$ cat src/rtl/store_rmw_ctrl.sv
// Store controller: word stores write directly, byte/half stores read-modify-write the containing word.
// Define STORE_MISALIGN_CHECK_EN to reject misaligned half/word stores and expose misalign_o.
module store_rmw_ctrl #(
  parameter int ADDR_WIDTH = 32
) (
  input  logic                  clk,
  input  logic                  rst,
  input  logic                  req_valid_i,
  output logic                  req_ready_o,
  input  logic [ADDR_WIDTH-1:0] req_addr_i,
  input  logic [ADDR_WIDTH-1:0] req_data_i,
  input  logic [1:0]            mem_type_i,
  output logic                  mem_re_o,
  output logic                  mem_we_o,
  output logic [ADDR_WIDTH-1:0] mem_addr_o,
  output logic [ADDR_WIDTH-1:0] mem_wdata_o,
  input  logic [ADDR_WIDTH-1:0] mem_rdata_i,
  output logic                  busy_o,
  output logic                  done_o
`ifdef STORE_MISALIGN_CHECK_EN
  ,
  output logic                  misalign_o
`endif
);

  typedef enum logic [1:0] {
    IDLE  = 2'b00,
    READ  = 2'b01,
    WAIT  = 2'b10,
    WRITE = 2'b11
  } state_t;

  state_t                  state_q, state_d;
  logic [1:0]              addr_lo_q, addr_lo_d;
  logic [15:0]             data_q, data_d;
  logic                    is_byte_q, is_byte_d;
  logic [ADDR_WIDTH-1:0]   mem_addr_q, mem_addr_d;
  logic [ADDR_WIDTH-1:0]   mem_wdata_q, mem_wdata_d;
  logic [ADDR_WIDTH-1:0]   merged_word;
  logic [3:0]              lane_sel;

  logic req_is_byte;
  logic req_is_half;
  logic req_is_word;
  logic accept;
  logic misalign_hit;

  assign req_is_byte = (mem_type_i == 2'b01);
  assign req_is_half = (mem_type_i == 2'b10);
  assign req_is_word = (mem_type_i[1] == mem_type_i[0]);
  assign accept      = req_valid_i && (state_q == IDLE);

`ifdef STORE_MISALIGN_CHECK_EN
  logic misalign_q, misalign_d;
  assign misalign_hit = (req_is_half && req_addr_i[0]) ||
                        (req_is_word && (req_addr_i[1:0] != 2'b00));
  assign misalign_o   = misalign_q;
`else
  assign misalign_hit = 1'b0;
`endif

  // Lane merge from the latched request; the read word supplies every untouched lane.
  for (genvar gi = 0; gi < 4; gi++) begin : g_lane
    assign lane_sel[gi] = is_byte_q ? (addr_lo_q == 2'(gi))
                                    : (addr_lo_q[1] == 1'(gi / 2));
    assign merged_word[8*gi +: 8] = !lane_sel[gi] ? mem_rdata_i[8*gi +: 8] :
                                    is_byte_q      ? data_q[7:0]
                                                   : data_q[8*(gi % 2) +: 8];
  end

  if (ADDR_WIDTH > 32) begin : g_upper
    assign merged_word[ADDR_WIDTH-1:32] = mem_rdata_i[ADDR_WIDTH-1:32];
  end

  always_comb begin
    state_d     = state_q;
    addr_lo_d   = addr_lo_q;
    data_d      = data_q;
    is_byte_d   = is_byte_q;
    mem_addr_d  = mem_addr_q;
    mem_wdata_d = mem_wdata_q;
`ifdef STORE_MISALIGN_CHECK_EN
    misalign_d  = 1'b0;
`endif
    case (state_q)
      IDLE: begin
        if (accept) begin
          if (misalign_hit) begin
`ifdef STORE_MISALIGN_CHECK_EN
            misalign_d = 1'b1;
`endif
          end else begin
            addr_lo_d  = req_addr_i[1:0];
            data_d     = req_data_i[15:0];
            is_byte_d  = req_is_byte;
            mem_addr_d = {req_addr_i[ADDR_WIDTH-1:2], 2'b00};
            if (req_is_word) begin
              mem_wdata_d = req_data_i;
              state_d     = WRITE;
            end else begin
              state_d     = READ;
            end
          end
        end
      end
      READ:    state_d = WAIT;
      WAIT: begin
        mem_wdata_d = merged_word;
        state_d     = WRITE;
      end
      WRITE:   state_d = IDLE;
      default: state_d = IDLE;
    endcase
  end

  always_ff @(posedge clk or posedge rst) begin
    if (rst) begin
      state_q     <= IDLE;
      addr_lo_q   <= 2'b00;
      data_q      <= 16'h0000;
      is_byte_q   <= 1'b0;
      mem_addr_q  <= '0;
      mem_wdata_q <= '0;
`ifdef STORE_MISALIGN_CHECK_EN
      misalign_q  <= 1'b0;
`endif
    end else begin
      state_q     <= state_d;
      addr_lo_q   <= addr_lo_d;
      data_q      <= data_d;
      is_byte_q   <= is_byte_d;
      mem_addr_q  <= mem_addr_d;
      mem_wdata_q <= mem_wdata_d;
`ifdef STORE_MISALIGN_CHECK_EN
      misalign_q  <= misalign_d;
`endif
    end
  end

  // Strobes decode straight from the state, so read and write can never overlap.
  assign req_ready_o = (state_q == IDLE);
  assign busy_o      = (state_q != IDLE);
  assign mem_re_o    = (state_q == READ);
  assign mem_we_o    = (state_q == WRITE);
  assign done_o      = (state_q == WRITE);
  assign mem_addr_o  = mem_addr_q;
  assign mem_wdata_o = mem_wdata_q;

endmodule

$ cat config.mk
export PLATFORM = sky130hd
export DESIGN_NAME = store_rmw_ctrl
export DESIGN_NICKNAME = d
export VERILOG_FILES = /design/src/rtl/store_rmw_ctrl.sv
export SDC_FILE = /design/constraint.sdc
export NUM_CORES = 1
export LEC_CHECK = 0
export ABC_AREA = 1
export BUFFER_PORTS_ARGS = -buffer_cell sky130_fd_sc_hd__buf_4
export CORE_UTILIZATION = 55
export CTS_BUF_LIST = sky130_fd_sc_hd__clkbuf_4 sky130_fd_sc_hd__clkbuf_8
export DETAILED_ROUTE_END_ITERATION = 10
export PLACE_DENSITY_LB_ADDON = 0.15
export SLEW_MARGIN = 25
export SYNTH_ARGS = -nofsm -noshare
export SYNTH_HDL_FRONTEND = slang
export SYNTH_SLANG_ARGS = --single-unit
export TNS_END_PERCENT = 50
$ cat constraint.sdc
create_clock -name clk -period 6.65 [get_ports clk]
set_input_delay 0.665 -clock clk [delete_from_list [all_inputs] [get_ports clk]]
set_output_delay 0.665 -clock clk [all_outputs]
set_load 0.02 [all_outputs]
==> results.md <==
* Hold Fails Final Rpt at 0
* Post-route setup TNS at 0 ns
* Slowest-stage cell, CP: dfrtp_1
* Largest family of logic cells by synthesized area: simple AND/OR/NAND/NOR gates
* Initial antenna violation count at 0
* Clk buf depth at 2
* Routed Antenna Nets at 0
* Area of the core at 7730 um^2
* Total GRT Usage at about 30%
* Leakage at roughly 0.0033 uW
* Hold Buf Count CTS at 0
* Post-Synth Simple-Gate Area at between 20% and 30%
* Rows at 32
* Worst setup path start: state_q[0]$_DFFE_PP0P_
* Pre-CTS setup slack at 4.39 ns
* Most common cell after layout, fill and taps aside: nand2_1
* Ports at 170
* Sinks on the clock net at 83
* Vias in the first global route at 4262
* Clock slew at reported path FFs at approximately 0.090 ns
* Mean Syn Cell Area at 7.22 um^2
* Effective utilization at floorplan at approximately 57%
* Die Wd at about 91 um
* Final wirelength at approximately 12000 um
* PortBufs at between 150 and 200
* Diodes inserted at 0
* Area delta synth->final at 34.1%
* Total grt overflow at 0
* Starting DRT DRC Count at about 430
* Final worst slack at around 4.3 ns
* CP Buf/Inv Count at 2
* Main flop type after synthesis: dfrtp_1
* Power Dens Cells at just over 500 nW/um^2
* RSZ-0062 raised after global routing: false
* Worst-Skew Late Latency at around 0.36 ns
* Core Util, Final at ~76%
* Adder-cell share of the synthesized area at approximately 2.0%
* Worst hold margin at approximately 0.48 ns
* Max VDD drop at 279 uV
* Top post-synthesis cells by area: dfrtp_1 47%, nand2_1 16%, inv_1 7.5%, a21oi_1 7.3%, nand3_1 5.5%
* Setup crit start kind: register
* H-tree Lvls at 3
* Ys async rst share at 100%
* Fillers at roughly 630
* Worst path cell trace: inv_1, ha_1, nand2_2, inv_4, nand2_4, nand2_4, nor2_1, a21oi_1
* HPWL after DPL at a little over 8000 um
* DR WL/cell at 13.8 um
* Number of synthesized flops with an enable pin at 0
* Seq/Total Area, Yosys at 47.4%
* Share of layout cells above drive strength 1 at 26.4%
* Worst R2R Start: state_q[0]$_DFFE_PP0P_
* Crit Path Category: register to register
* Arr. time, crit path at 2.63 ns
* Fmax at about 430 MHz
* Synth Area in Compound Gates at a little over 10%
* First-pass GRT wire length at just under 20000 um
* Clk_skew at ~0.013 ns
* Synthesis warning total at 0
* # Max-Cap Violations at 0
* Largest net degree at the start of global routing at 84
* DRC Markers at 0
* # resized after CTS at 0
* CTS root buf: clkbuf_8
* Req. time, crit path at 6.93 ns
* Vias per cell at roughly 5.2
* Fin. max-slew vios at 0
* Synth unique cells at 21
* Area leader, netlist: dfrtp_1
* Crit-path leading delay family: simple AND/OR/NAND/NOR gates
* Final period utilization at a little over a third
* Least-Margin Pin Slew at just under 0.8 ns
* CTS tree: built
* Seq cells post-synth at 83
* Die height at 91.3 um
* Via count of the routed design at roughly 4500
* Finished Layout Cells at ~860
* Routability Congestion at 0.797
* Placed cell count at about 850
* Multiplexer share of the synthesized area at 0%
* Die area at roughly 8300 um^2
* Synthesized instance count at roughly 610
* DR pass1 iterations at 6
* Post-CTS Setup Inserts at 0
* NumNets Final at approximately 860
* Most frequent cells in the layout: 183 x nand2_1, 168 x buf_4, 87 x inv_1
* TritonCTS buffer count at 9
* Setup violators final at 0
* Fin crit period at 2.35 ns
* Netlist Area Pre-Place at about 4400 um^2
* Post-Synth XOR/XNOR Area at 0%
* Relative slew margins at just under 50%
* Max FO, Critical Path at 37
* Crit. End Element: register
* Type of the tightest min-delay check: input pin to async pin
* Most used cell, CP: nand2_4
* Share of the synthesized area in the top cell type at 47.4%
* Max incr delay on CP at between 0.4 and 0.5 ns
* Status: finished, final reports clean
## layout make-up
class | instances | area (um^2) | share of cell area (%)
Clock buffer | 12 | 153 | 2.60
Sequential cell | 83 | 2080 | 35.3
Inverter | 90 | 342 | 5.81
Tap cell | 102 | 128 | 2.17
Clock inverter | 4 | 97.6 | 1.66
Multi-Input combinational cell | 403 | 1810 | 30.8
Timing Repair Buffer | 169 | 1270 | 21.7
## power by group
part / total, uW / switching, uW / internal (uW)
Combinational: 1590 / 995 / 598
Clock: 452 / 184 / 268
Sequential: 917 / 164 / 753
## through the flow
| stage | instance area, um^2 | total power (uW) |
|---|---|---|
| floorplan | 4390 | 1950 |
| global placement | 5610 | 2440 |
| detailed placement | 5620 | 2500 |
| CTS | 5870 | 2960 |
| finish | 5880 | 2960 |
| global route | 5880 | 3170 |
## cell usage after synthesis, types with 2 or more instances
| master | instances |
|---|---|
| buf_4 | 7 |
| o21ai_0 | 22 |
| nand2_4 | 3 |
| buf_6 | 2 |
| nand2_2 | 5 |
| ha_1 | 7 |
| nand3_1 | 48 |
| buf_2 | 11 |
| clkbuf_1 | 10 |
| a21oi_2 | 2 |
| inv_1 | 88 |
| dfrtp_1 | 83 |
| buf_1 | 2 |
| nor2_1 | 64 |
| nand2_1 | 184 |
| a21oi_1 | 64 |
## sequential cells by signal (all words and copies together) (netlist names)
name and cells:
addr_lo_q 2, data_q 16, mem_wdata_o 32, mem_addr_o 30, is_byte_q 1, state_q 2
## per-layer routing
layer | part of all wire (%) | track usage, % | routed length [um] | up-vias
li1 | - | - | - | 2141
met1 | 40 | 38.7 | 4790 | 2058
met2 | 47 | 48.6 | 5640 | 250
met3 | 10 | 7.37 | 1210 | 27
met4 | 2.0 | 10.2 | 243 | 0
met5 | 0 | 0 | 0 | -
## worst register-to-register path: stages, from the launching register on
cell,delay [ns]
dfrtp_1,0.42
inv_1,0.18
ha_1,0.24
nand2_2,0.09
inv_4,0.28
nand2_4,0.34
nand2_4,0.44
nor2_1,0.12
a21oi_1,0.16
## kinds of logic (layout without fill, tap and decap cells)
family,Yosys count,count (layout)
AOI/OAI and AO/OA,89,89
adders and majority gates,7,7
buffers and inverters,122,275
DFF,83,83
other,1,2
and+or+nand+nor,305,305
## path summary, 6_finish.rpt
| path | end | slack (ns) | cells after the start |
|---|---|---|---|
| min reg2reg | mem_addr_o[7]$_DFFE_PP0P_ | 0.48 | 2 |
| max in group asynchronous | data_q[8]$_DFFE_PP0P_ | 5.61 | 3 |
| min | mem_addr_o[6]$_DFFE_PP0P_ | 0.48 | 3 |
| min in group clk | mem_addr_o[7]$_DFFE_PP0P_ | 0.48 | 2 |
| max | mem_wdata_o[7]$_DFFE_PP0P_ | 4.30 | 8 |
| max reg2reg | mem_wdata_o[7]$_DFFE_PP0P_ | 4.30 | 8 |
(Power assumes the default switching activity.)
